### config.mk
export PLATFORM = sky130hd
export DESIGN_NAME = sprite_cmd_queue
export DESIGN_NICKNAME = d
export VERILOG_FILES = /design/src/rtl/sprite_pkg.sv /design/src/rtl/cmd_fifo.sv /design/src/rtl/sprite_cmd_queue.sv
export SDC_FILE = /design/constraint.sdc
export NUM_CORES = 1
export LEC_CHECK = 0
export BUFFER_PORTS_ARGS = -buffer_cell sky130_fd_sc_hd__buf_4
export CORE_MARGIN = 2
export CORE_UTILIZATION = 46
export CTS_CLUSTER_DIAMETER = 50
export DETAILED_ROUTE_END_ITERATION = 8
export GPL_ROUTABILITY_DRIVEN = 0
export PLACE_DENSITY = 0.69
export SYNTH_ARGS = -nofsm -noshare
export SYNTH_HDL_FRONTEND = slang
export SYNTH_SLANG_ARGS = --single-unit
### constraint.sdc
create_clock -name clk -period 8.1 [get_ports clk]
set_clock_uncertainty 0.15 [all_clocks]
set_input_delay 1.215 -clock clk [delete_from_list [all_inputs] [get_ports clk]]
set_output_delay 1.215 -clock clk [all_outputs]
set_load 0.01 [all_outputs]
### src/rtl/sprite_pkg.sv
// Shared definitions for the sprite command queue: command word layout,
// info codes and the issue FSM state encoding.
package sprite_pkg;

  localparam int unsigned CMD_W         = 32;
  localparam int unsigned COMPONENT_LSB = 26;
  localparam int unsigned CHILD_LSB     = 21;
  localparam int unsigned INFO_LSB      = 17;
  localparam int unsigned TYPE_LSB      = 14;
  localparam int unsigned BUFFER_BIT    = 13;
  localparam int unsigned DATA_LSB      = 0;

  localparam logic [3:0] INFO_NOP    = 4'h0;
  localparam logic [3:0] INFO_UPDATE = 4'h1;
  localparam logic [3:0] INFO_FLUSH  = 4'hF;

  typedef struct packed {
    logic [5:0]  component;
    logic [4:0]  child;
    logic [3:0]  info;
    logic [2:0]  kind;
    logic        buffer;
    logic [12:0] data;
  } sprite_cmd_t;

  typedef enum logic [1:0] {
    ST_IDLE,
    ST_ISSUE,
    ST_WAIT_VBLANK,
    ST_WAIT_ACTIVE
  } state_t;

endpackage

### src/rtl/cmd_fifo.sv
// Command FIFO; a push to a full FIFO is taken only when a pop frees a slot
// in the same cycle.
module cmd_fifo #(
  parameter int unsigned DEPTH = 16
) (
  input  logic                   clk,
  input  logic                   reset,
  input  logic                   push,
  input  logic                   pop,
  input  logic [31:0]            din,
  output logic                   full,
  output logic                   empty,
  output logic [$clog2(DEPTH):0] count,
  output logic [31:0]            head
);

  localparam int unsigned AW = $clog2(DEPTH);

  logic [31:0]   mem [DEPTH];
  logic [AW-1:0] wr_ptr;
  logic [AW-1:0] rd_ptr;
  logic          do_push;
  logic          do_pop;

  assign full    = (count == (AW+1)'(DEPTH));
  assign empty   = (count == '0);
  assign do_pop  = pop & ~empty;
  assign do_push = push & (~full | do_pop);
  assign head    = mem[rd_ptr];

  always_ff @(posedge clk) begin
    if (!reset && do_push) mem[wr_ptr] <= din;
  end

  always_ff @(posedge clk) begin
    if (reset) begin
      wr_ptr <= '0;
      rd_ptr <= '0;
      count  <= '0;
    end else begin
      if (do_push) wr_ptr <= wr_ptr + AW'(1);
      if (do_pop)  rd_ptr <= rd_ptr + AW'(1);
      case ({do_push, do_pop})
        2'b10:   count <= count + (AW+1)'(1);
        2'b01:   count <= count - (AW+1)'(1);
        default: count <= count;
      endcase
    end
  end

endmodule

### src/rtl/sprite_cmd_queue.sv
// Avalon-MM command queue that broadcasts sprite commands, holding flush
// commands until vertical blanking so at most one flush lands per frame.
module sprite_cmd_queue
  import sprite_pkg::*;
#(
  parameter int unsigned DEPTH        = 16,
  parameter logic [9:0]  VBLANK_START = 10'd480
) (
  input  logic        clk,
  input  logic        reset,
  input  logic        write,
  input  logic        read,
  input  logic        chipselect,
  input  logic        address,
  input  logic [31:0] writedata,
  output logic [31:0] readdata,
  input  logic [9:0]  vcount,
  output logic [31:0] cmd_out
);

  localparam int unsigned CW = $clog2(DEPTH) + 1;

  logic          cmd_wr;
  logic          ctl_wr;
  logic          fifo_full;
  logic          fifo_empty;
  logic          fifo_pop;
  logic [CW-1:0] fifo_count;
  logic [31:0]   fifo_head;
  sprite_cmd_t   head_cmd;
  sprite_cmd_t   cmd_d;
  logic          head_flush;
  logic          head_ready;
  logic          in_vblank;
  logic          frame_inc;
  logic          overflow;
  logic [15:0]   frame_count;
  state_t        state;
  state_t        state_d;

  assign cmd_wr     = chipselect & write & ~address;
  assign ctl_wr     = chipselect & write & address;
  assign head_cmd   = sprite_cmd_t'(fifo_head);
  assign head_flush = ~fifo_empty & (head_cmd.info == INFO_FLUSH);
  assign head_ready = ~fifo_empty & (head_cmd.info != INFO_FLUSH);
  assign in_vblank  = (vcount >= VBLANK_START);

  cmd_fifo #(.DEPTH(DEPTH)) u_fifo (
    .clk   (clk),
    .reset (reset),
    .push  (cmd_wr),
    .pop   (fifo_pop),
    .din   (writedata),
    .full  (fifo_full),
    .empty (fifo_empty),
    .count (fifo_count),
    .head  (fifo_head)
  );

  // IDLE and ISSUE decide identically so consecutive entries issue with no gap.
  always_comb begin
    state_d    = state;
    fifo_pop   = 1'b0;
    frame_inc  = 1'b0;
    cmd_d      = '0;
    cmd_d.info = INFO_NOP;
    case (state)
      ST_IDLE, ST_ISSUE: begin
        if (head_ready) begin
          fifo_pop = 1'b1;
          cmd_d    = head_cmd;
          state_d  = ST_ISSUE;
        end else if (head_flush) begin
          state_d = ST_WAIT_VBLANK;
        end else begin
          state_d = ST_IDLE;
        end
      end
      ST_WAIT_VBLANK: begin
        if (in_vblank && head_flush) begin
          fifo_pop  = 1'b1;
          cmd_d     = head_cmd;
          frame_inc = 1'b1;
          state_d   = ST_WAIT_ACTIVE;
        end
      end
      ST_WAIT_ACTIVE: begin
        // Non-flush entries keep flowing; a flush head waits for active video.
        if (head_ready) begin
          fifo_pop = 1'b1;
          cmd_d    = head_cmd;
        end
        if (!in_vblank) state_d = head_ready ? ST_ISSUE : ST_IDLE;
      end
      default: state_d = ST_IDLE;
    endcase
  end

  always_ff @(posedge clk) begin
    if (reset) begin
      state       <= ST_IDLE;
      cmd_out     <= '0;
      frame_count <= '0;
    end else begin
      state   <= state_d;
      cmd_out <= cmd_d;
      if (frame_inc) frame_count <= frame_count + 16'd1;
    end
  end

  // A dropped write in the same cycle as a clear leaves the flag set.
  always_ff @(posedge clk) begin
    if (reset)                              overflow <= 1'b0;
    else if (cmd_wr && fifo_full && !fifo_pop) overflow <= 1'b1;
    else if (ctl_wr && writedata[0])        overflow <= 1'b0;
  end

  always_ff @(posedge clk) begin
    if (reset) begin
      readdata <= '0;
    end else if (chipselect && read) begin
      if (!address)
        readdata <= {overflow, (state == ST_WAIT_VBLANK), 9'b0, 5'(fifo_count), frame_count};
      else
        readdata <= '0;
    end
  end

endmodule

# [Yosys cells after proc, flatten, opt, wreduce, memory -nomap -nowiden]
# Memory sizes are Yosys's and may differ from the RTL's. A register that Yosys moved wholly into a read port is not among the register bits.
# Cells that the tools add are included.
[totals] register_bits=96 latchBits=0 mem_bits_rw=512 rom_bits=0 inputBits=48 wordCells=72 mem_count=1
[memory_table] memory="u_fifo.mem" depth=16 word_bits=32 rd=1 rd_ports_with_merged_regs=1 wr=1 line="cmd_fifo.sv:19" rtl="logic [31:0] mem [DEPTH];"
[classes] n_addsub=5 mul=0 div_mod_pow=0 magnitude_cmp=1 n_eq_ne=10 n_shift=0 muxes=21 n_bitwise=11 n_reduce_logical=15
[op_table] op="$mux 32" n=3
[op_table] op="$pmux 32 s2" n=1
[op_table] op="$add 16x1->16 const B" n=1
[op_table] op="$ge 10x9->1 const B" n=1
[op_table] op="$pmux 5 s2" n=1
[op_table] op="$add 4x1->4 const B" n=2
[op_table] op="$mux 1" n=8
[op_table] op="$mux 2" n=4
[op_table] op="$mux 4" n=2
[op_table] op="$and 1x1->1" n=7
[op_table] op="$eq 2x2->1 const B" n=3
[op_table] op="$logic_and 1x1->1" n=6
[op_table] op="$pmux 2 s3" n=1
[op_table] op="$add 5x1->5 const B" n=1
[op_table] op="$eq 5x5->1 const B" n=1
[op_table] op="$logic_not 5->1" n=1
[op_table] op="$sub 5x1->5 const B" n=1
[op_table] op="$eq 2x1->1 const B" n=2
[op_table] op="$eq 4x4->1 const B" n=1
[op_table] op="$ne 2x2->1 const B" n=2
[op_table] op="$ne 4x4->1 const B" n=1
[op_table] op="$reduce_bool 2->1" n=2
[op_table] op="$not 1->1" n=3
[op_table] op="$reduce_or 3->1" n=1
[op_table] op="other kinds (6)" n=7

# [Logic depth before layout (Yosys ltp)]
[depth] word_depth=12 mapped_depth=16 depth_no_buf=12

# [Modules after synthesis]
# A second synthesis with hierarchy kept.
[hier_totals] hier_cells=1206 hier_area_um2=22930.7
[modules_own_cells] module="cmd_fifo" instances=1 cells_per_inst=909 area_per_inst_um2=20138.1 seq_area_each_um2=15715.1
[modules_own_cells] module="sprite_cmd_queue" instances=1 cells_per_inst=297 area_per_inst_um2=2792.7 seq_area_each_um2=1481.4

# [Worst setup path after synthesis]
# OpenSTA, ideal clock, no wires.
[synth_path] path_kind="register to register" startpoint="register with a tool-made name" endpoint="memory u_fifo.mem[3][0], enable pin" arrival_time_ps=5295 t_required_ps=7448 slack_ps=2154 stages_incl_launch_ff=10 cell_sequence="dfxtp_1 -> buf_6 -> mux4_1 -> mux2_2 -> a22oi_2 -> a21oi_2 -> a211oi_4 -> nor3_2 -> buf_6 -> nor4_1"
[synth_lines] item="to (decl)" line="cmd_fifo.sv:19"

==> flow_metrics.tcl <==
set metrics [dict create \
    rr_endpoint "u_fifo.mem[14][19]" \
    slowest_delay_ps 1060 \
    power_per_cell_area_mw_per_mm2 283 \
    critPathCapture "u_fifo.mem[14][19]" \
    cells_along_the_critical_path "buf_4 > nor2b_1 > a221oi_1 > a22oi_1 > a21oi_4 > a211oi_4 > nor3_2 > nor2_1 > and3_2" \
    total_leakage_power_nw 8.41 \
    rsz0062_at_grt "false" \
    cp.required_ps 8170 \
    root_buffer "sky130_fd_sc_hd__clkbuf_16" \
    finalMaxSlewViolations 0 \
    drive_above_1_share_pct 29.4 \
    tritoncts.num_buffers 60 \
    vias 10918 \
    syn-cell-area_mm2 0.0229 \
    min_period_over_period_pct 65.9 \
    timing_worst_setup_path_type "reg -> reg" \
    ctsHtreeMaxLevel 2 \
    floorplan.die_area_mm2 0.0516 \
    critical_path_cell_with_the_highest_stage_delay "sky130_fd_sc_hd__and3_2" \
    synth-async-reset-ratio_pct 0 \
    number_of_nets_in_the_finished_design 1312 \
    post_cts.repair.setup_buffers 0 \
    hold_class "reg -> reg" \
    viasPerCell 5.54 \
    largest_net_degree_at_the_start_of_global_routing 66 \
    die_w_um 227 \
    flow.area_growth_from_synthesis_pct 14.7 \
    core_region_area_mm2 0.0491 \
    r2r.worst_path.cells 9 \
    cts_tree "built" \
    floorplan.io_pins 112 \
    vdd.ir_drop.worst_mv 0.203 \
    yosys.cell_types.count 55 \
    ys_seq_elements 603 \
    start_util_pct 46.7 \
    grt_remaining_overflow 0 \
    postCtsHoldBufs 0 \
    synth.avg_cell_area_um2 20.2 \
    die_y_um 227 \
    drt_drc_violations_left 0 \
    slew_headroom_pct 20.6 \
    worst-slew-pin-transition_ps 1190 \
    timing.critical_path.to_type "register" \
    hold_violations 0 \
    max-clock-path-buffers 3 \
    synth-warning-count 0 \
    hold_ws_ps 343 \
    maxClockFrequency_mhz 187 \
    placement_rows 81 \
    numPortBuffers 97 \
    cts_num_sinks 603 \
    wirelength_mm 45.5 \
    grt_util_all_layers_pct 18.1 \
    drt_pre_antenna_iters 5 \
    r2r_setup_slk_ps 2760 \
    cp.arrival_ps 5410 \
    synthCells 1137 \
    post_dr_wirelength_cell_um 23.1 \
    layout_setup_ws_ps 2760 \
    global_route_wire_length_before_repair_mm 68.4 \
    antenna_violations_before_repair 1 \
    count_of_flip_flops_with_a_built_in_enable_after_synthesis 512 \
    max_cap_violations 0 \
    clock_latency_ps 610 \
    hpwl_mm 22.9 \
    drt_iter0_markers 811 \
    totalNegativeSetupSlack_ps 0 \
    critical_path_peak_fanout 43 \
    antenna_cells_inserted 0 \
    worstSetupStartpointType "register" \
    synth-seq-area-share_pct 75.0 \
    dp_worst_setup_slack_ps 2750 \
    route.antenna.remaining_nets 0 \
    status "completed" \
    path_clk_slew_ps 50 \
    post_cts_gate_resize_count 0 \
    most_used_flip_flop_cell_after_synthesis "sky130_fd_sc_hd__edfxtp_1" \
    hold-path-cell-count 2 \
    count_of_endpoints_failing_setup_in_the_final_report 0 \
    totalPowerFinal_mw 7.44 \
    first_global_vias 11329 \
    finalCriticalPeriod_ps 5340 \
]
metrics by stage:
stage | instances | instance area [µm²] | utilization [%]
finish | 1971 | 26300 | 53.6
global route | 1971 | 26300 | 53.6
CTS | 1971 | 26300 | 53.6
detailed placement | 1859 | 24400 | 49.7
global placement | 1859 | 24400 | 49.7
floorplan | 1145 | 23000 | -
how the worst min path moves through the flow:
stage	start	to	slack, ps
after global routing	readdata[3]	readdata[3]	380
after detailed placement	readdata[16]	readdata[16]	330
after CTS	readdata[1]	readdata[1]	350
final	readdata[4]	readdata[4]	340
after floorplan	overflow	overflow	310
after global placement	readdata[10]	readdata[10]	320
report_power, final:
group,leakage (nW),switching (mW),internal (mW)
clock network,0.940,1.12,1.57
logic,2.12,0.556,0.649
registers,5.35,0.0851,3.46
cell usage after synthesis, types with 2 or more instances:
cell	n	share of area, %
sky130_fd_sc_hd__xnor2_1	12	0.46
sky130_fd_sc_hd__xor2_1	2	0.076
sky130_fd_sc_hd__nor3_1	14	0.31
sky130_fd_sc_hd__ha_1	7	0.38
sky130_fd_sc_hd__nor2b_1	34	0.93
sky130_fd_sc_hd__nand2b_1	6	0.16
sky130_fd_sc_hd__buf_1	12	0.20
sky130_fd_sc_hd__nand4_1	8	0.22
sky130_fd_sc_hd__edfxtp_1	512	67
sky130_fd_sc_hd__buf_6	2	0.098
sky130_fd_sc_hd__or2_2	2	0.055
sky130_fd_sc_hd__a21oi_1	33	0.72
sky130_fd_sc_hd__o21bai_1	2	0.065
sky130_fd_sc_hd__mux4_2	147	14
sky130_fd_sc_hd__o21ai_2	2	0.076
sky130_fd_sc_hd__or3_1	7	0.19
sky130_fd_sc_hd__nand2_1	18	0.29
sky130_fd_sc_hd__o21ai_0	8	0.17
sky130_fd_sc_hd__a221oi_1	3	0.11
sky130_fd_sc_hd__inv_1	9	0.15
sky130_fd_sc_hd__nor2_1	62	1.0
sky130_fd_sc_hd__mux4_1	5	0.57
sky130_fd_sc_hd__buf_4	10	0.33
sky130_fd_sc_hd__and3_1	13	0.35
sky130_fd_sc_hd__nand3_1	6	0.13
sky130_fd_sc_hd__buf_2	4	0.087
sky130_fd_sc_hd__mux2_2	5	0.25
sky130_fd_sc_hd__nor4_1	6	0.16
sky130_fd_sc_hd__a22oi_1	2	0.065
sky130_fd_sc_hd__mux2i_1	13	0.57
sky130_fd_sc_hd__clkbuf_1	37	0.61
sky130_fd_sc_hd__dfxtp_1	91	7.9
sky130_fd_sc_hd__nor3b_1	21	0.69
worst max-delay path: cells and delay by family (launching register included):
| family | cells | cell delay, ps |
|---|---|---|
| buffers and inverters | 1 | 640 |
| and+or+nand+nor | 4 | 2160 |
| AOI/OAI and AO/OA | 4 | 1080 |
| DFF | 1 | 790 |
cell usage in the layout, fill, tap and decap left out, drive strengths merged, types with 21 or more instances in the layout:
cell type / Yosys / layout
a21oi: 35 / 35
edfxtp: 512 / 512
nor3b: 21 / 21
clkbuf: 37 / 84
mux4: 152 / 152
dfxtp: 91 / 91
nor2b: 34 / 34
clkinv: 0 / 21
buf: 30 / 117
nor2: 62 / 62
cell families after synthesis:
family	count (synthesis)	share of synthesized area, %
buf+inv	76	1.62
mux	172	15.9
compound gates	64	1.87
fa+ha+maj	7	0.382
simple gates	200	4.61
xor+xnor	14	0.535
flops	603	75.0
other cells	1	0.0164
routing by layer:
layer	share of wire, %	vias to the layer above	track usage, %
li1	-	4827	-
met1	43	5727	24.4
met2	50	297	30.4
met3	5.1	65	3.34
met4	1.9	2	4.76
met5	0.029	-	0
final cells by class:
| class | count | area, µm² |
|---|---|---|
| Fill cell | 3861 | 22700 |
| Sequential cell | 603 | 17200 |
| Multi-Input combinational cell | 466 | 5430 |
| Clock buffer | 84 | 1640 |
| Timing Repair Buffer | 117 | 878 |
| Tap cell | 664 | 831 |
| Clock inverter | 28 | 285 |
| Inverter | 9 | 33.8 |
sequential cells by signal, summed over array words and instances, names as in the netlist, named ones only:
signal,count
u_fifo.mem,512
cmd_out,32
readdata,23
frame_count,16
u_fifo.count,5
u_fifo.rd_ptr,4
u_fifo.wr_ptr,4
state,2
overflow,1
No activity file was read; power rests on OpenSTA's default activity.
